File: config.mk
export PLATFORM = sky130hd
export DESIGN_NAME = led_sequencer
export DESIGN_NICKNAME = d
export VERILOG_FILES = /design/src/rtl/led_pkg.sv /design/src/rtl/button_debounce.sv /design/src/rtl/led_sequencer.sv
export SDC_FILE = /design/constraint.sdc
export NUM_CORES = 1
export LEC_CHECK = 0
export BUFFER_PORTS_ARGS = -buffer_cell sky130_fd_sc_hd__buf_4
export CAP_MARGIN = 20
export CELL_PAD_IN_SITES_DETAIL_PLACEMENT = 1
export CELL_PAD_IN_SITES_GLOBAL_PLACEMENT = 2
export CORE_ASPECT_RATIO = 0.7
export CORE_MARGIN = 2
export CORE_UTILIZATION = 33
export CTS_CLUSTER_SIZE = 10
export DETAILED_ROUTE_END_ITERATION = 7
export GPL_ROUTABILITY_DRIVEN = 1
export PLACE_DENSITY_LB_ADDON = 0.1
export SYNTH_ARGS = -nofsm -noshare
export SYNTH_HDL_FRONTEND = slang
export SYNTH_SLANG_ARGS = --single-unit
File: constraint.sdc
create_clock -name clk -period 2.1 [get_ports clk]
set_clock_uncertainty 0.2 [all_clocks]
set_input_delay 0.315 -clock clk [delete_from_list [all_inputs] [get_ports clk]]
set_output_delay 0.315 -clock clk [all_outputs]
set_load 0.03 [all_outputs]
File: src/rtl/led_pkg.sv
// Shared encodings for the LED colour sequencer: step modes and step directions.
package led_pkg;

    typedef enum logic [1:0] {
        MODE_HOLD     = 2'b00,
        MODE_EDGE     = 2'b01,
        MODE_AUTO     = 2'b10,
        MODE_PINGPONG = 2'b11
    } mode_e;

    localparam logic DIR_UP   = 1'b0;
    localparam logic DIR_DOWN = 1'b1;

endpackage

File: src/rtl/button_debounce.sv
// Two-flop synchroniser plus stable-run filter for a raw board push-button.
// btn_out follows btn_in DEBOUNCE_CYCLES+2 edges after a clean change; no backpressure.
module button_debounce #(
    parameter int DEBOUNCE_CYCLES = 4
) (
    input  logic clk,
    input  logic rst,
    input  logic btn_in,
    output logic btn_out
);

    localparam int CW = (DEBOUNCE_CYCLES > 1) ? $clog2(DEBOUNCE_CYCLES) : 1;
    localparam logic [CW-1:0] CNT_MAX = CW'(DEBOUNCE_CYCLES - 1);

    logic          sync1;
    logic          sync2;
    logic          btn_db;
    logic [CW-1:0] stable_cnt;

    // The run counter only advances while the synchronised input disagrees with the filtered value.
    always_ff @(posedge clk or posedge rst) begin
        if (rst) begin
            sync1      <= 1'b0;
            sync2      <= 1'b0;
            btn_db     <= 1'b0;
            stable_cnt <= '0;
        end else begin
            sync1 <= btn_in;
            sync2 <= sync1;
            if (sync2 != btn_db) begin
                if (stable_cnt == CNT_MAX) begin
                    btn_db     <= sync2;
                    stable_cnt <= '0;
                end else begin
                    stable_cnt <= stable_cnt + CW'(1);
                end
            end else begin
                stable_cnt <= '0;
            end
        end
    end

    assign btn_out = btn_db;

endmodule

File: src/rtl/led_sequencer.sv
// Multi-mode LED colour sequencer stepping FIRST..LAST from a debounced button.
// First HOLD/EDGE step lands DEBOUNCE_CYCLES+3 edges after the press; no backpressure.
module led_sequencer
    import led_pkg::*;
#(
    parameter int WIDTH           = 3,
    parameter int FIRST           = 1,
    parameter int LAST            = 6,
    parameter int DEBOUNCE_CYCLES = 4,
    parameter int AUTO_PERIOD     = 16
) (
    input  logic             clk,
    input  logic             rst,
    input  logic             button,
    input  logic [1:0]       mode,
    input  logic             dir,
    output logic [WIDTH-1:0] colour,
    output logic             wrap
);

    localparam logic [WIDTH-1:0] C_FIRST  = WIDTH'(FIRST);
    localparam logic [WIDTH-1:0] C_LAST   = WIDTH'(LAST);
    localparam int               AW       = $clog2(AUTO_PERIOD);
    localparam logic [AW-1:0]    AUTO_MAX = AW'(AUTO_PERIOD - 1);

    mode_e            mode_sel;
    logic             btn_db;
    logic             btn_db_q;
    logic             step;
    logic [AW-1:0]    auto_cnt;
    logic [AW-1:0]    auto_nxt;
    logic             pp_dir;
    logic             pp_dir_nxt;
    logic [WIDTH-1:0] colour_r;
    logic [WIDTH-1:0] colour_nxt;
    logic             wrap_r;
    logic             wrap_nxt;

    assign mode_sel = mode_e'(mode);

    button_debounce #(
        .DEBOUNCE_CYCLES(DEBOUNCE_CYCLES)
    ) u_debounce (
        .clk    (clk),
        .rst    (rst),
        .btn_in (button),
        .btn_out(btn_db)
    );

    always_comb begin
        step     = 1'b0;
        auto_nxt = '0;
        case (mode_sel)
            MODE_HOLD:     step = btn_db;
            MODE_EDGE:     step = btn_db & ~btn_db_q;
            MODE_AUTO: begin
                step = btn_db && (auto_cnt == AUTO_MAX);
                if (btn_db) begin
                    auto_nxt = (auto_cnt == AUTO_MAX) ? '0 : auto_cnt + AW'(1);
                end
            end
            MODE_PINGPONG: step = btn_db;
            default:       step = 1'b0;
        endcase
    end

    // Outside PINGPONG the bounce direction shadows dir so entry starts the requested way.
    always_comb begin
        colour_nxt = colour_r;
        wrap_nxt   = 1'b0;
        pp_dir_nxt = (mode_sel == MODE_PINGPONG) ? pp_dir : dir;
        if (colour_r < C_FIRST || colour_r > C_LAST) begin
            colour_nxt = C_FIRST;
        end else if (step) begin
            if (mode_sel == MODE_PINGPONG) begin
                if (pp_dir == DIR_UP) begin
                    if (colour_r == C_LAST) begin
                        pp_dir_nxt = DIR_DOWN;
                        wrap_nxt   = 1'b1;
                    end else begin
                        colour_nxt = colour_r + WIDTH'(1);
                        if (colour_r + WIDTH'(1) == C_LAST) begin
                            pp_dir_nxt = DIR_DOWN;
                            wrap_nxt   = 1'b1;
                        end
                    end
                end else begin
                    if (colour_r == C_FIRST) begin
                        pp_dir_nxt = DIR_UP;
                        wrap_nxt   = 1'b1;
                    end else begin
                        colour_nxt = colour_r - WIDTH'(1);
                        if (colour_r - WIDTH'(1) == C_FIRST) begin
                            pp_dir_nxt = DIR_UP;
                            wrap_nxt   = 1'b1;
                        end
                    end
                end
            end else if (dir == DIR_UP) begin
                if (colour_r == C_LAST) begin
                    colour_nxt = C_FIRST;
                    wrap_nxt   = 1'b1;
                end else begin
                    colour_nxt = colour_r + WIDTH'(1);
                end
            end else begin
                if (colour_r == C_FIRST) begin
                    colour_nxt = C_LAST;
                    wrap_nxt   = 1'b1;
                end else begin
                    colour_nxt = colour_r - WIDTH'(1);
                end
            end
        end
    end

    always_ff @(posedge clk or posedge rst) begin
        if (rst) begin
            colour_r <= C_FIRST;
            wrap_r   <= 1'b0;
            auto_cnt <= '0;
            pp_dir   <= DIR_UP;
            btn_db_q <= 1'b0;
        end else begin
            colour_r <= colour_nxt;
            wrap_r   <= wrap_nxt;
            auto_cnt <= auto_nxt;
            pp_dir   <= pp_dir_nxt;
            btn_db_q <= btn_db;
        end
    end

    assign colour = colour_r;
    assign wrap   = wrap_r;

endmodule

---- Word-level counts from Yosys, hierarchy flattened ----
Index checks and enable logic that the tools add are counted.
Widths: inputs -> output; s select.
storage, ports and cells
  output and inout bits ................... 4
  input bits .............................. 6
  logic and storage cells ................. 71
  register bits after elaboration ......... 15
operators by class
  mux-type cells .......................... 35
  bitwise logic cells ..................... 2
  eq/ne operators ......................... 12
  order comparisons ....................... 2
  $add $sub $neg .......................... 4
  reductions and logical operators ........ 7
operators by type and width
  cell                 number
  $mux 3               9
  $mux 1               20
  $mux 4               3
  $ne 4x4->1 const B   2
  $eq 2x2->1 const B   3
  $eq 3x1->1 const B   2
  $eq 3x3->1 const B   2
  $add 4x1->4 const B  1
  $eq 4x4->1 const B   1
  $mux 2               2
  $add 3x1->3 const B  1
  $gt 3x3->1 const B   1
  $lt 3x1->1 const B   1
  $pmux 1 s3           1
  $reduce_and 3->1     1
  $sub 3x1->3 const B  1
  $add 2x1->2 const B  1
  $eq 2x1->1 const B   1
  $logic_not 2->1      1
  $reduce_and 2->1     1
  $reduce_bool 2->1    1
  $reduce_or 2->1      1
  $and 1x1->1          1
  $logic_and 1x1->1    1
  other kinds (3)      3

---- Longest topological paths before layout ----
Gate-level depths: netlist of the first run.
  depth in word-level cells ............... 8
  depth in mapped cells ................... 6

---- Modules after synthesis ----
A second synthesis of the first run with hierarchy kept.
second synthesis, totals
  cell total of the unflattened synthesis .. 97
  area, all modules ....................... 969.7 µm²
modules (own cells, without submodules)
  module           cells each  instances  area an instance (µm²)
  led_sequencer    86          1          792.0
  button_debounce  11          1          177.7

---- Worst setup path before layout of the first run ----
Ideal clock, no wire load.
  path kind ............................... reg2reg
  from .................................... reg colour_r[0] (netlist: colour[0])
  to ...................................... reg colour_r[2] (netlist: colour[2])
  setup slack ............................. -197 ps
  period minus slack after synthesis ...... 2297 ps
  library setup time ...................... 124 ps
  data required time ...................... 1776 ps
  arrival ................................. 1974 ps
  cell stages (with the launch flop) ...... 7
  cells stage by stage .................... dfstp_2 -> inv_1 -> ha_1 -> or2_0 -> mux4_2 -> o221a_1 -> a2bb2oi_1
on the way
  cells in the longest elaborated chain, start to end .. 6
  elaborated cells between the ends (all ways) .. 20
ends and longest elaborated chain
  what                                 line                                       RTL
  from (decl)                          led_sequencer.sv:34                        logic [WIDTH-1:0] colour_r;
  from (signal assigned)               led_sequencer.sv:125                       colour_r <= colour_nxt;
  $add 3x1->3 (tied with other cells)  led_sequencer.sv:81, led_sequencer.sv:104
  $mux 3, on equally long branches     -
  $mux 3, on equally long branches     led_sequencer.sv:99, led_sequencer.sv:76
  $mux 3                               led_sequencer.sv:75                        if (mode_sel == MODE_PINGPONG) begin
  $mux 3                               led_sequencer.sv:74                        end else if (step) begin
  $mux 3                               led_sequencer.sv:72                        if (colour_r < C_FIRST || colour_r > C_LAST) begin
Several ways; a longest one is shown, not always the timed one. The select of a mux whose other input is x is not followed.
A chain may end at the register's enable or synchronous reset.

---- Worst setup path in the final report of the first run ----
Ends and elaborated chain as after synthesis.

==> results of run 1 <==
-- logic make-up after synthesis --
family / after synthesis / synth area share (%)
XOR/XNOR: 4 / 3.59
buffers and inverters: 14 / 5.77
flip-flops: 15 / 38.6
AND/OR/NAND/NOR: 20 / 11.3
multiplexers: 6 / 7.82
AO/OA/AOI/OAI: 25 / 20.1
adder cells (fa/ha/maj): 10 / 12.8
-- layout make-up --
cell class | instances | area [um^2] | share of cell area [%]
multi-input combinational | 65 | 561 | 45.7
sequential | 15 | 378 | 30.8
timing repair buffer | 20 | 155 | 12.7
tap | 36 | 45.0 | 3.67
clock buffer | 3 | 41.3 | 3.37
inverter | 11 | 41.3 | 3.37
clock inverter | 1 | 5.00 | 0.408
-- power by group --
| group | total [mW] | switching (mW) | leakage (nW) | internal, mW |
|---|---|---|---|---|
| Combinational | 1.01 | 0.512 | 0.350 | 0.497 |
| Sequential | 0.463 | 0.0860 | 0.187 | 0.377 |
| Clock | 0.230 | 0.0988 | 0.0255 | 0.131 |
| Total | 1.70 | 0.697 | 0.563 | 1.00 |
-- synthesized netlist by cell type (all sizes together) (2+ instances only) --
cell type  number
a21oi           5
inv            11
nand3b          2
a22o            2
nor2b           2
a221oi          2
mux2i           2
mux2            3
nand2           5
xnor2           4
o21ai           4
ha             10
buf             3
dfrtp          14
nor2            4
-- how the worst max path moves through the flow --
stage	cells past startpoint	to	slack (ns)
after global placement	6	colour[2]$_DFFE_PP0P_	0.03
after global routing	6	colour[2]$_DFFE_PP0P_	-0.05
final	6	colour[2]$_DFFE_PP0P_	0.01
after CTS	6	colour[2]$_DFFE_PP0P_	-0.01
after detailed placement	6	colour[2]$_DFFE_PP0P_	0.002
after floorplan	6	colour[2]$_DFFE_PP0P_	-0.09
-- repair_timing --
item                                   4_1_cts  5_1_grt
hold buffers                                 2        0
setup buffers                                1        0
pin swaps                                    1        2
resized for setup                            0        1
setup endpoints to repair                    1        3
endpoints found under the hold margin       15        0
-- sequential cells by signal (all words and copies together), names as in the netlist --
signal,count
auto_cnt,4
btn_db_q,1
colour,3
pp_dir,1
u_debounce.btn_out,1
u_debounce.stable_cnt,2
u_debounce.sync1,1
u_debounce.sync2,1
wrap,1
-- critical path, stage by stage, from the launching register on --
cell	delay, ns
dfstp_2	0.57
inv_2	0.06
ha_4	0.15
or2_0	0.18
mux4_2	0.45
o221a_1	0.22
a2bb2oi_1	0.13
-- per-layer routing --
layer / wire (um) / vias to the layer above / share of wire (%) / track usage, %
met5: 0 / - / 0 / 0
met4: 8 / 0 / 0.35 / 1.31
met3: 75 / 2 / 3.3 / 4.70
met2: 989 / 11 / 43 / 23.7
met1: 1230 / 369 / 53 / 21.9
li1: - / 380 / - / -
-- metrics by stage --
step / hold slack, ns / utilization, % / cell area [um^2] / power [mW]
after floorplan: 0.0157 / - / 990 / 1.14
after global placement: 0.135 / 40.9 / 1150 / 1.43
after detailed placement: 0.141 / 40.9 / 1150 / 1.45
after CTS: 0.156 / 43.6 / 1220 / 1.70
after global routing: 0.169 / 43.8 / 1230 / 1.85
final: 0.151 / 43.8 / 1230 / 1.70
==> impl_metrics.py, run 1 <==
metrics = {
    "run_status": {
        "status": "finished, final reports clean",
    },
    "place": {
        "dp_cells": 144,
        "gp_congestion": 0.751,
        "io_buffers": 9,
        "dp_hpwl_um": 1770,
        "pre_cts_slack_ns": 0.00191,
    },
    "min_path": {
        "hold-path-endpoint": "u_debounce.sync2$_DFF_PP0_",
        "min_from": "u_debounce.sync1$_DFF_PP0_",
        "hold_class": "reg -> reg",
        "whs_path_depth": 0,
    },
    "cts": {
        "cts_root_buffer": "clkbuf_8",
        "clk_latency_ns": 0.24,
        "h-tree-depth": 1,
        "cts_tree": "done",
        "path_clk_slew_ns": 0.06,
        "clock_tree.buffer_depth": 2,
        "cts_buffers": 3,
        "clock-sinks": 15,
    },
    "synth": {
        "synth_cell_type_count": 37,
        "synth_async_sr_flop_share_pct": 100,
        "seq_area_frac_synth_pct": 38.6,
        "synth_area_leaders": "dfrtp_1 (36%), ha_1 (13%), inv_1 (4.2%)",
        "synth_nets": 110,
        "synth_area_um2": 976,
        "synth_top_area_cell": "dfrtp_1",
        "ys.flop_type": "dfrtp_1",
        "synth.avg_cell_area_um2": 10.4,
        "synth_top_area_share_pct": 35.9,
        "yosys_register_bits": 15,
        "netlist_instances": 94,
        "synth_edf_count": 0,
        "yosys_warnings": 0,
    },
    "sta": {
        "finalHoldViolCount": 0,
        "fmax_mhz": 479,
        "post-route-period-util_pct": 99.4,
        "finalSetupTns_ns": 0,
        "setup_viol": 0,
        "rsz0062_at_grt": "yes",
        "min_period_ns": 2.09,
        "worst_slew_margin_rel_pct": 60.5,
        "tightest_slew_ns": 0.591,
        "setup_ws_ns": 0.0133,
        "finalMaxSlewViolations": 0,
    },
    "finish": {
        "final_nets": 132,
        "layout_common_cells": "buf_4 (18), dfrtp_1 (13), inv_1 (10)",
        "area_delta_synth_final_pct": 25.6,
        "final_common_cell": "buf_4",
        "final_cells": 151,
        "antennaDiodeCount": 0,
        "fillers": 327,
        "drive_above_1_share_pct": 31.3,
    },
    "setup_path": {
        "rr_startpoint": "colour[0]$_DFFE_PP1P_",
        "startpoint_type": "register",
        "critPathArrivalTime_ns": 2.01,
        "critPathMaxFanout": 5,
        "worst-setup-path-type": "reg -> reg",
        "ff2ff_path_depth": 6,
        "startpoint": "colour[0]$_DFFE_PP1P_",
        "crit_required_ns": 2.03,
        "worstSetupEndpointType": "register",
        "r2r-end": "colour[2]$_DFFE_PP0P_",
        "rrSetupSlack_ns": 0.01,
    },
    "global_routing": {
        "grt_first_pass_wirelength_um": 4130,
        "overflow": 0,
        "grt_use_total_pct": 15.3,
        "grt_max_degree": 16,
        "grt_pass1_vias": 849,
        "antenna_found_initial": 0,
    },
    "routing": {
        "via_per_inst": 5.05,
        "drt-initial-drc-count": 34,
        "wirelength_um": 2300,
        "detail_route.first_pass.iterations": 4,
        "drc_errors": 0,
        "ant_nets": 0,
        "vias": 762,
        "wl_per_cell_um": 15.2,
    },
    "power_and_ir_drop": {
        "leakagePower_nw": 0.563,
        "p_per_area_mw_per_mm2": 1390,
        "vdd_drop_max_mv": 0.635,
    },
    "floorplanning": {
        "fp.dieH_um": 49.5,
        "dieArea_mm2": 0.00342,
        "core_area_mm2": 0.00280,
        "rows": 16,
        "pin_count": 10,
        "die_x_um": 69,
        "start_util_pct": 34.8,
    },
    "job": {
        "maxCapViolCount": 0,
    },
}
Note: power is estimated with default switching activity, not from simulation.
==> run 2: changes to the inputs <==
- CELL_PAD_IN_SITES_DETAIL_PLACEMENT: 1 -> not set
- CELL_PAD_IN_SITES_GLOBAL_PLACEMENT: 2 -> not set
- CORE_UTILIZATION: 33 -> 51
- PLACE_DENSITY: not set -> 0.73
- PLACE_DENSITY_LB_ADDON: 0.1 -> not set
==> run 2 against run 1 <==
Worst hold slack better by 0.00063 ns. Maximum frequency about the same. Non-clock buffer count up 3. Global-route usage up 2.9 points. Register-to-register slack about the same. Final cell count down 7.3%. Count of clock-buffer cells in the layout up 1. Sequential share of layout area up 0.51 points. Critical path type unchanged.
==> impl_metrics.py, run 2 (same netlist as run 1, synthesis figures left out) <==
metrics = {
    "min_path": {
        "hold-path-endpoint": "pp_dir$_DFF_PP0_",
        "hold_class": "in -> reg",
        "min_from": "dir",
        "whs_path_depth": 2,
    },
    "global_routing": {
        "antenna_found_initial": 0,
        "grt_pass1_vias": 666,
        "grt_max_degree": 16,
        "overflow": 0,
        "grt_use_total_pct": 18.2,
        "grt_first_pass_wirelength_um": 2950,
    },
    "cts": {
        "clock-sinks": 15,
        "path_clk_slew_ns": 0.09,
        "ctsResizeCount": 0,
        "clk_latency_ns": 0.28,
        "clock_tree.buffer_depth": 2,
        "cts_tree": "done",
        "cts_buffers": 3,
        "h-tree-depth": 1,
        "cts_root_buffer": "clkbuf_4",
    },
    "setup_path": {
        "critPathArrivalTime_ns": 2.05,
        "rrSetupSlack_ns": 0.02,
        "startpoint_type": "register",
        "crit_required_ns": 2.07,
        "ff2ff_path_depth": 6,
        "critPathMaxFanout": 4,
        "rr_startpoint": "colour[0]$_DFFE_PP1P_",
        "r2r-end": "colour[2]$_DFFE_PP0P_",
        "worst-setup-path-type": "reg -> reg",
        "worstSetupEndpointType": "register",
    },
    "sta": {
        "tightest_slew_ns": 0.549,
        "setup_viol": 0,
        "finalMaxSlewViolations": 0,
        "min_period_ns": 2.08,
        "setup_ws_ns": 0.0151,
        "worst_slew_margin_rel_pct": 63.3,
        "rsz0062_at_grt": "yes",
        "fmax_mhz": 480,
        "post-route-period-util_pct": 99.3,
        "finalHoldViolCount": 0,
        "holdWs_ns": 0.152,
    },
    "routing": {
        "detail_route.first_pass.iterations": 4,
        "highest_layer": "met4",
        "via_per_inst": 5.66,
        "drt-initial-drc-count": 28,
        "wl_met1_um": 908,
        "drc_errors": 0,
        "wl_per_cell_um": 13.3,
        "wl_met3_um": 113,
        "wl_met2_um": 821,
        "ant_nets": 0,
        "vias": 793,
        "wirelength_um": 1860,
    },
    "finish": {
        "registers.top_by_ff_count": "auto_cnt",
        "area_delta_synth_final_pct": 23.6,
        "final_nets": 135,
        "final_common_cell": "buf_4",
        "antennaDiodeCount": 0,
        "layout_common_cells": "buf_4 (21), dfrtp_1 (13), inv_1 (10)",
        "drive_above_1_share_pct": 31.4,
        "final_util_pct": 65.6,
        "largest_register_ffs": 4,
    },
    "power_and_ir_drop": {
        "vdd_drop_max_mv": 1.02,
        "leakagePower_nw": 0.564,
        "p_per_area_mw_per_mm2": 1370,
    },
    "place": {
        "dp_hpwl_um": 1480,
        "pre_cts_slack_ns": -0.0206,
        "gp_congestion": 0.904,
        "io_buffers": 9,
    },
    "job": {
        "maxCapViolCount": 0,
    },
    "floorplanning": {
        "die_x_um": 56.3,
        "fp.dieH_um": 40.6,
        "dieArea_mm2": 0.00229,
        "core_area_mm2": 0.00184,
        "start_util_pct": 53.1,
        "pin_count": 10,
        "rows": 13,
    },
    "run_status": {
        "status": "finished, final reports clean",
    },
}
[run 2: cell types whose count changed in the layout (fill, tap and decap cells not counted), sizes merged]
cell,previous run,this run
clkbuf,3,4
buf,18,21
clkinv,1,0
[run 2: layout make-up]
cell class,count,area (um^2)
Clock buffer,4,26.3
Fill cell,153,632
Inverter,11,41.3
Multi-Input combinational cell,65,556
Sequential cell,15,378
Tap cell,22,27.5
Timing Repair Buffer,23,178
[run 2: stage by stage]
step | total power, mW | std cells | setup TNS (ns) | area, um^2
detailed placement | 1.47 | 132 | -0.0206 | 1140
CTS | 1.65 | 139 | 0 | 1200
finish | 1.65 | 140 | 0 | 1210
global placement | 1.43 | 132 | 0 | 1140
floorplan | 1.14 | 94 | -0.0938 | 990
global route | 1.78 | 140 | -0.0847 | 1210
[run 2: how the worst max path moves through the flow]
stage | from | to | slack (ns)
3_3_place_gp | colour[0]$_DFFE_PP1P_ | colour[2]$_DFFE_PP0P_ | 0.05
6_report | colour[0]$_DFFE_PP1P_ | colour[2]$_DFFE_PP0P_ | 0.02
3_5_place_dp | colour[0]$_DFFE_PP1P_ | colour[2]$_DFFE_PP0P_ | -0.02
2_1_floorplan | colour[0]$_DFFE_PP1P_ | colour[2]$_DFFE_PP0P_ | -0.09
5_1_grt | colour[0]$_DFFE_PP1P_ | colour[2]$_DFFE_PP0P_ | -0.06
4_1_cts | colour[0]$_DFFE_PP1P_ | colour[2]$_DFFE_PP0P_ | 0.005
[run 2: critical path, cell delays in order (launching register included)]
cell       delay, ns
dfstp_2         0.57
inv_2           0.06
ha_4            0.16
or2_0           0.20
mux4_2          0.45
o221a_1         0.21
a2bb2oi_1       0.12
[run 2: power breakdown]
group / switching [mW] / leakage [nW] / total, mW / internal [mW]
clock network: 0.0872 / 0.0150 / 0.161 / 0.0736
registers: 0.0751 / 0.187 / 0.451 / 0.376
logic: 0.491 / 0.362 / 1.04 / 0.549
[run 2: what timing repair did]
item                                    CTS  global route
hold buffers                              2             0
buffers inserted                          1             1
endpoints found under the setup margin    1             2
hold endpoints to repair                 15             0
[run 2: routing by layer]
metal  track usage [%]  vias to the layer above
met5                 0                        -
met3              5.81                        2
met1              24.0                      374
met2              28.5                       26
met4              7.14                        0
li1                  -                      391
